File: config.mk
export PLATFORM = sky130hd
export DESIGN_NAME = bank_pingpong_ctrl_flat
export DESIGN_NICKNAME = d
export VERILOG_FILES = /design/src/rtl/bank_pingpong_ctrl_pkg.sv /design/src/rtl/bank_pingpong_ctrl_if.sv /design/src/rtl/bank_pingpong_ctrl_addr_gen.sv /design/src/rtl/bank_pingpong_ctrl.sv /design/src/flat_wrapper.sv
export SDC_FILE = /design/constraint.sdc
export NUM_CORES = 1
export LEC_CHECK = 0
export CAP_MARGIN = 40
export CORE_MARGIN = 10
export CORE_UTILIZATION = 47
export CTS_BUF_LIST = sky130_fd_sc_hd__clkbuf_4 sky130_fd_sc_hd__clkbuf_8 sky130_fd_sc_hd__clkbuf_16
export CTS_CLUSTER_SIZE = 40
export DETAILED_ROUTE_END_ITERATION = 10
export HOLD_SLACK_MARGIN = 0.08
export PLACE_DENSITY = 0.85
export SLEW_MARGIN = 10
export SYNTH_ARGS = -nofsm -noshare
export SYNTH_HDL_FRONTEND = slang
export SYNTH_HIERARCHICAL = 1
export SYNTH_SLANG_ARGS = --single-unit
File: constraint.sdc
create_clock -name clk -period 2.7 [get_ports clk]
set_input_delay 0.54 -clock clk [delete_from_list [all_inputs] [get_ports clk]]
set_output_delay 0.54 -clock clk [all_outputs]
set_load 0.05 [all_outputs]
File: src/rtl/bank_pingpong_ctrl_pkg.sv
// Shared constants and read-FSM state type for the ME reference-bank ping-pong controller.
package me_dmt_pkg;
    localparam int PIXEL  = 8;
    localparam int LANES  = 8;
    localparam int DEPTH  = 128;
    localparam int ADDR_W = $clog2(DEPTH);
    localparam int DATA_W = LANES * PIXEL;

    typedef enum logic [1:0] {
        IDLE  = 2'd0,
        READ  = 2'd1,
        DRAIN = 2'd2
    } rd_state_e;
endpackage

File: src/rtl/bank_pingpong_ctrl_if.sv
// Fetch stream, sweep control and bank-side signals of the ping-pong controller.
interface bank_pingpong_ctrl_if;
    import me_dmt_pkg::*;

    logic              in_valid;
    logic              in_ready;
    logic [DATA_W-1:0] in_data;
    logic              sweep_start;
    logic              sweep_keep;
    logic              sweep_busy;
    logic              sweep_done;
    logic              beg_en;
    logic [DATA_W-1:0] ref_in;
    logic [ADDR_W-1:0] wr_addr;
    logic              Bank_sel;
    logic [ADDR_W-1:0] address;
    logic              rd_en;
    logic              out_valid;
    logic [1:0]        bank_full;

    modport master (
        output in_valid, in_data, sweep_start, sweep_keep,
        input  in_ready, sweep_busy, sweep_done, beg_en, ref_in, wr_addr,
               Bank_sel, address, rd_en, out_valid, bank_full
    );

    modport slave (
        input  in_valid, in_data, sweep_start, sweep_keep,
        output in_ready, sweep_busy, sweep_done, beg_en, ref_in, wr_addr,
               Bank_sel, address, rd_en, out_valid, bank_full
    );
endinterface

File: src/rtl/bank_pingpong_ctrl_addr_gen.sv
// DEPTH-wrapping bank address counter; DEPTH is a power of two so the natural wrap is exact.
module bank_addr_gen
    import me_dmt_pkg::*;
#(
    parameter int W = ADDR_W
) (
    input  logic         clk,
    input  logic         rst_n,
    input  logic         en,
    input  logic         clr,
    output logic [W-1:0] count,
    output logic         last
);
    assign last = &count;

    always_ff @(posedge clk or negedge rst_n) begin
        if (!rst_n)   count <= '0;
        else if (clr) count <= '0;
        else if (en)  count <= count + 1'b1;
    end
endmodule

File: src/rtl/bank_pingpong_ctrl.sv
// Ping-pong sequencing of two reference-pixel banks: one filled from the fetch stream, the other swept.
//   state | meaning
//   IDLE  | no sweep; bank swap may occur here
//   READ  | rd_en low, address stepping 0..DEPTH-1
//   DRAIN | last word on bank output, sweep_done, optional release of read bank
module bank_pingpong_ctrl
    import me_dmt_pkg::*;
(
    input  logic                 clk,
    input  logic                 rst_n,
    bank_pingpong_ctrl_if.slave  bus
);
    rd_state_e         state, state_nxt;
    logic              ready_en;
    logic              sel;
    logic [1:0]        bank_full;
    logic              keep_q;
    logic              xfer;
    logic              swap;
    logic              rd_step;
    logic              rd_en_c;
    logic              busy_c;
    logic              done_c;
    logic [ADDR_W-1:0] fill_cnt;
    logic [ADDR_W-1:0] rd_cnt;
    logic              fill_last;
    logic              rd_last;

    assign bus.in_ready   = ready_en && !bank_full[sel];
    assign xfer           = bus.in_valid && bus.in_ready;
    // Swap needs the write bank full, the read bank released and no sweep touching it.
    assign swap           = bank_full[sel] && !bank_full[~sel] && (state == IDLE);
    assign bus.Bank_sel   = sel;
    assign bus.bank_full  = bank_full;
    assign bus.address    = rd_cnt;
    assign bus.rd_en      = rd_en_c;
    assign bus.sweep_busy = busy_c;
    assign bus.sweep_done = done_c;

    bank_addr_gen u_fill_addr (
        .clk   (clk),
        .rst_n (rst_n),
        .en    (xfer),
        .clr   (1'b0),
        .count (fill_cnt),
        .last  (fill_last)
    );

    bank_addr_gen u_rd_addr (
        .clk   (clk),
        .rst_n (rst_n),
        .en    (rd_step),
        .clr   (state == DRAIN),
        .count (rd_cnt),
        .last  (rd_last)
    );

    always_comb begin
        state_nxt = state;
        rd_en_c   = 1'b1;
        busy_c    = 1'b0;
        done_c    = 1'b0;
        rd_step   = 1'b0;
        unique case (state)
            IDLE: begin
                if (bus.sweep_start && bank_full[~sel]) state_nxt = READ;
            end
            READ: begin
                rd_en_c = 1'b0;
                busy_c  = 1'b1;
                rd_step = 1'b1;
                if (rd_last) state_nxt = DRAIN;
            end
            DRAIN: begin
                busy_c    = 1'b1;
                done_c    = 1'b1;
                state_nxt = IDLE;
            end
            default: state_nxt = IDLE;
        endcase
    end

    always_ff @(posedge clk or negedge rst_n) begin
        if (!rst_n) begin
            state         <= IDLE;
            ready_en      <= 1'b0;
            sel           <= 1'b0;
            bank_full     <= 2'b00;
            keep_q        <= 1'b0;
            bus.beg_en    <= 1'b0;
            bus.ref_in    <= '0;
            bus.wr_addr   <= '0;
            bus.out_valid <= 1'b0;
        end else begin
            state         <= state_nxt;
            ready_en      <= 1'b1;
            bus.beg_en    <= xfer;
            bus.out_valid <= (state == READ);
            if (xfer) begin
                bus.ref_in  <= bus.in_data;
                bus.wr_addr <= fill_cnt;
            end
            if (xfer && fill_last) bank_full[sel] <= 1'b1;
            if ((state == DRAIN) && !keep_q) bank_full[~sel] <= 1'b0;
            if ((state == IDLE) && (state_nxt == READ)) keep_q <= bus.sweep_keep;
            if (swap) sel <= ~sel;
        end
    end
endmodule

File: src/flat_wrapper.sv
// flat-port wrapper written by rule: the top's interface ports become plain ports
module bank_pingpong_ctrl_flat import me_dmt_pkg::*;
  (clk, rst_n, bus_in_valid, bus_in_data, bus_sweep_start, bus_sweep_keep, bus_in_ready, bus_sweep_busy, bus_sweep_done, bus_beg_en, bus_ref_in, bus_wr_addr, bus_Bank_sel, bus_address, bus_rd_en, bus_out_valid, bus_bank_full);
  bank_pingpong_ctrl_if bus_i ();
  input  logic clk;
  input  logic rst_n;
  input wire logic [$bits(bus_i.in_valid)-1:0] bus_in_valid;
  input wire logic [$bits(bus_i.in_data)-1:0] bus_in_data;
  input wire logic [$bits(bus_i.sweep_start)-1:0] bus_sweep_start;
  input wire logic [$bits(bus_i.sweep_keep)-1:0] bus_sweep_keep;
  output wire logic [$bits(bus_i.in_ready)-1:0] bus_in_ready;
  output wire logic [$bits(bus_i.sweep_busy)-1:0] bus_sweep_busy;
  output wire logic [$bits(bus_i.sweep_done)-1:0] bus_sweep_done;
  output wire logic [$bits(bus_i.beg_en)-1:0] bus_beg_en;
  output wire logic [$bits(bus_i.ref_in)-1:0] bus_ref_in;
  output wire logic [$bits(bus_i.wr_addr)-1:0] bus_wr_addr;
  output wire logic [$bits(bus_i.Bank_sel)-1:0] bus_Bank_sel;
  output wire logic [$bits(bus_i.address)-1:0] bus_address;
  output wire logic [$bits(bus_i.rd_en)-1:0] bus_rd_en;
  output wire logic [$bits(bus_i.out_valid)-1:0] bus_out_valid;
  output wire logic [$bits(bus_i.bank_full)-1:0] bus_bank_full;
  assign bus_i.in_valid = bus_in_valid;
  assign bus_i.in_data = bus_in_data;
  assign bus_i.sweep_start = bus_sweep_start;
  assign bus_i.sweep_keep = bus_sweep_keep;
  assign bus_in_ready = bus_i.in_ready;
  assign bus_sweep_busy = bus_i.sweep_busy;
  assign bus_sweep_done = bus_i.sweep_done;
  assign bus_beg_en = bus_i.beg_en;
  assign bus_ref_in = bus_i.ref_in;
  assign bus_wr_addr = bus_i.wr_addr;
  assign bus_Bank_sel = bus_i.Bank_sel;
  assign bus_address = bus_i.address;
  assign bus_rd_en = bus_i.rd_en;
  assign bus_out_valid = bus_i.out_valid;
  assign bus_bank_full = bus_i.bank_full;
  bank_pingpong_ctrl u_core (.clk(clk), .rst_n(rst_n), .bus(bus_i));
endmodule
==> impl_metrics.env <==
export IMPL_status="finished, final reports clean"
export IMPL_die_area_sq_um=12720
export IMPL_pwr_share_seq_pct=44.0
export IMPL_cts_htree_levels=3
export IMPL_dr_first_iter_drc_count=117
export IMPL_grt_max_degree=57
export IMPL_antenna_found_initial=0
export IMPL_fin_nets=497
export IMPL_worst_pin_slew_ns=0.5716
export IMPL_overflow=0
export IMPL_critical_path_class="flop to output port"
export IMPL_core_sq_um=8299
export IMPL_firstDrtPassIters=4
export IMPL_vias_per_cell=4.966
export IMPL_finalMaxSlewViolations=0
export IMPL_grt_usage_pct=16.05
export IMPL_intPower_w=0.002434
export IMPL_cp_max_fo=4
export IMPL_hold_violations=0
export IMPL_cts_root_buf="clkbuf_8"
export IMPL_p_sw_share_pct=34.93
export IMPL_ys_types=30
export IMPL_pwr_share_comb_pct=33.9
export IMPL_synth_main_ff_cell="dfrtp_1"
export IMPL_synthArstFlopShare_pct=100.0
export IMPL_fin_ws_ns=0.2395
export IMPL_synth_area_leaders="dfrtp_1 58%, mux2_4 26%, buf_6 2.2%, ha_1 1.5%, xor2_1 1.3%"
export IMPL_detail_route_antenna_nets=0
export IMPL_synth_cells=255
export IMPL_die_x_microns=112.8
export IMPL_rows=33
export IMPL_ys_seq_area_share_pct=58.13
export IMPL_area_delta_synth_final_pct=45.39
export IMPL_num_vias=2642
export IMPL_start_util_pct=48.76
export IMPL_critPathCaptureType="output port"
export IMPL_worstPathRequired_ns=2.16
export IMPL_clk_latency_ns=0.35
export IMPL_pre_cts_slack_ns=0.3813
export IMPL_post_route_min_period_ns=2.461
export IMPL_chipHeight_microns=112.8
export IMPL_synth_top_area_share_pct=58.13
export IMPL_maxSlewHeadroom_pct=61.77
export IMPL_cts_clk_slew_worst_paths_ns=0.09
export IMPL_drc=0
export IMPL_min_path_type="primary input to asynchronous set/reset pin"
export IMPL_fin_skew_ns=0.01039
export IMPL_rsz0062_at_grt="false"
export IMPL_cts_setup_buffers=0
export IMPL_ir_drop_mv=0.2863
export IMPL_switchingPower_w=0.001306
export IMPL_max_freq_mhz=406.4
export IMPL_setup_violations_final=0
export IMPL_pin_count=156
export IMPL_power_static_leakage_nw=2.729
export IMPL_synth_top_area_cell="dfrtp_1"
export IMPL_p_clk_share_pct=22.1
export IMPL_placement_io_buffers=155
export IMPL_num_antenna_cells=0
export IMPL_totalWireLength_microns=10310
export IMPL_cts_made_buffers=9
export IMPL_syn_area_per_cell_sq_um=15.87
export IMPL_cap_violations=0
export IMPL_avgRoutedWirePerCell_microns=19.37
export IMPL_powerDensity_nw_per_um2=635.7
export IMPL_ys_seq_elements=94
export IMPL_tritoncts="done"
export IMPL_drive_gt1_share_pct=22.72
export IMPL_arrival_ns=1.92
export IMPL_grt_first_pass_wirelength_microns=16300
export IMPL_critPathLaunchType="flop"
export IMPL_clock_sinks=94
export IMPL_grt_pass1_vias=2885
export IMPL_finalCritPeriodShare_pct=91.13
export IMPL_clk_path_buf_depth=2
export IMPL_dpl_hpwl_microns=7851
export IMPL_fin_setup_tns_ns=0
export IMPL_reg2regPathDepth=6
export IMPL_synth_cell_area_sq_um=4046
export IMPL_synth_edf_count=0
export IMPL_gp_congestion=0.7225
export IMPL_yosys_warnings=6
logic make-up after synthesis:
kind of cell	after synthesis	share of synthesized area, %
flops	94	58.13
buf+inv	15	2.876
other cells	2	0.1856
simple gates	33	4.576
fa+ha+maj	5	1.546
mux	75	27.49
compound gates	23	3.464
xor+xnor	8	1.732
Yosys cell counts (2+ instances only):
cell      n
mux2i_1   2
nand4_2   2
a31oi_1   2
buf_6     8
mux2_2    3
a41oi_1   2
mux2_4   69
or3_1     4
nor2_1   12
xor2_1    6
a21oi_1   6
inv_1     7
nand2_1   6
ha_1      5
dfrtp_1  94
conb_1    2
o21ai_0   8
nand4_1   4
xnor2_1   2
area by class of cell:
| class | count | area [sq um] |
|---|---|---|
| well taps | 105 | 131.4 |
| flip-flops and latches | 94 | 2352 |
| clock inverters | 5 | 36.28 |
| repair buffers | 159 | 1605 |
| clock buffers | 10 | 131.4 |
| inverters | 7 | 26.28 |
| fillers | 583 | 2416 |
| multi-input cells | 152 | 1600 |
timing repair:
action / 4_1_cts / 5_1_grt
endpoints found under the hold margin: 0 / 0
pin swaps: 0 / 0
gates resized for setup: 1 / 1
setup endpoints to repair: 1 / 1
hold buffers: 0 / 0
metrics by stage:
stage	power, W	hold slack [ns]	std cells	area, sq um	utilization (%)
final	0.003740	0.1469	532	5883	70.89
after global routing	0.003891	0.1566	532	5883	70.89
after CTS	0.003777	0.1550	532	5881	70.86
after detailed placement	0.002950	0.4913	517	5714	68.85
after global placement	0.002923	0.4871	517	5714	68.85
after floorplan	0.002450	0.2444	261	4069	-
power groups by stage:
| stage | logic [W] | clock network [W] | registers [W] |
|---|---|---|---|
| 6_report | 0.00127 | 0.000827 | 0.00165 |
| 5_1_grt | 0.00131 | 0.000912 | 0.00166 |
| 4_1_cts | 0.00128 | 0.000849 | 0.00165 |
| 3_5_place_dp | 0.00128 | 0 | 0.00167 |
| 3_3_place_gp | 0.00126 | 0 | 0.00166 |
| 2_1_floorplan | 0.000271 | 0 | 0.00218 |
placed cells by master, fill, tap and decap left out, types with 2 or more instances in the layout:
cell type        Yosys  routed
mux2i_1              2       2
xnor2_1              2       2
clkinvlp_4           0       3
mux2_2               3       3
conb_1               2       8
inv_1                7       7
nand4_2              2       2
a41oi_1              2       2
ha_1                 5       5
xor2_1               6       6
clkbuf_8             0       9
o21ai_0              8       8
buf_4                0       3
clkdlybuf4s50_1      0     152
buf_12               0       2
nor2_1              12      12
nand4_1              4       4
nand2_1              6       6
mux2_4              69      69
or3_1                4       4
a31oi_1              2       2
dfrtp_1             94      94
a21oi_1              6       6
path summary, 6_finish.rpt:
| check | start | endpoint | slack, ns |
|---|---|---|---|
| worst max-delay path | u_core/state[0]$_DFF_PN0_ | bus_sweep_busy | 0.24 |
| worst min-delay path | rst_n | u_core/bus.ref_in[0]$_DFFE_PN0N_ | 0.15 |
| worst max register to register | u_core/bus.Bank_sel$_DFFE_PN0P_ | u_core/u_fill_addr/count[5]$_DFFE_PN0P_ | 0.85 |
| worst min register to register | u_core/bus.ref_in[37]$_DFFE_PN0N_ | u_core/bus.ref_in[37]$_DFFE_PN0N_ | 0.51 |
| max in group asynchronous | rst_n | u_core/bus.ref_in[29]$_DFFE_PN0N_ | 1.85 |
| min in group clk | u_core/bus.ref_in[37]$_DFFE_PN0N_ | u_core/bus.ref_in[37]$_DFFE_PN0N_ | 0.51 |
worst max-delay path: stages (launching register included):
cell             delay, ns
dfrtp_1               0.41
inv_1                 0.09
ha_1                  0.28
clkdlybuf4s50_1       0.80
per-layer routing:
layer	vias to the layer above	wire length (microns)	global-route usage, %
met5	-	0	0
met4	0	238	6.514
met3	17	698	5.018
met2	86	5227	27.00
met1	1313	4142	18.58
li1	1226	-	-
state kept, by name, summed over array words and instances, names as in the netlist:
register	cells
u_core/u_rd_addr/count	7
u_core/bus.out_valid	1
u_core/keep_q	1
u_core/bus.bank_full	2
u_core/u_fill_addr/count	7
u_core/bus.beg_en	1
u_core/state	2
u_core/ready_en	1
u_core/bus.ref_in	64
u_core/bus.wr_addr	7
u_core/bus.Bank_sel	1
Power figures use the tool's default switching activity.
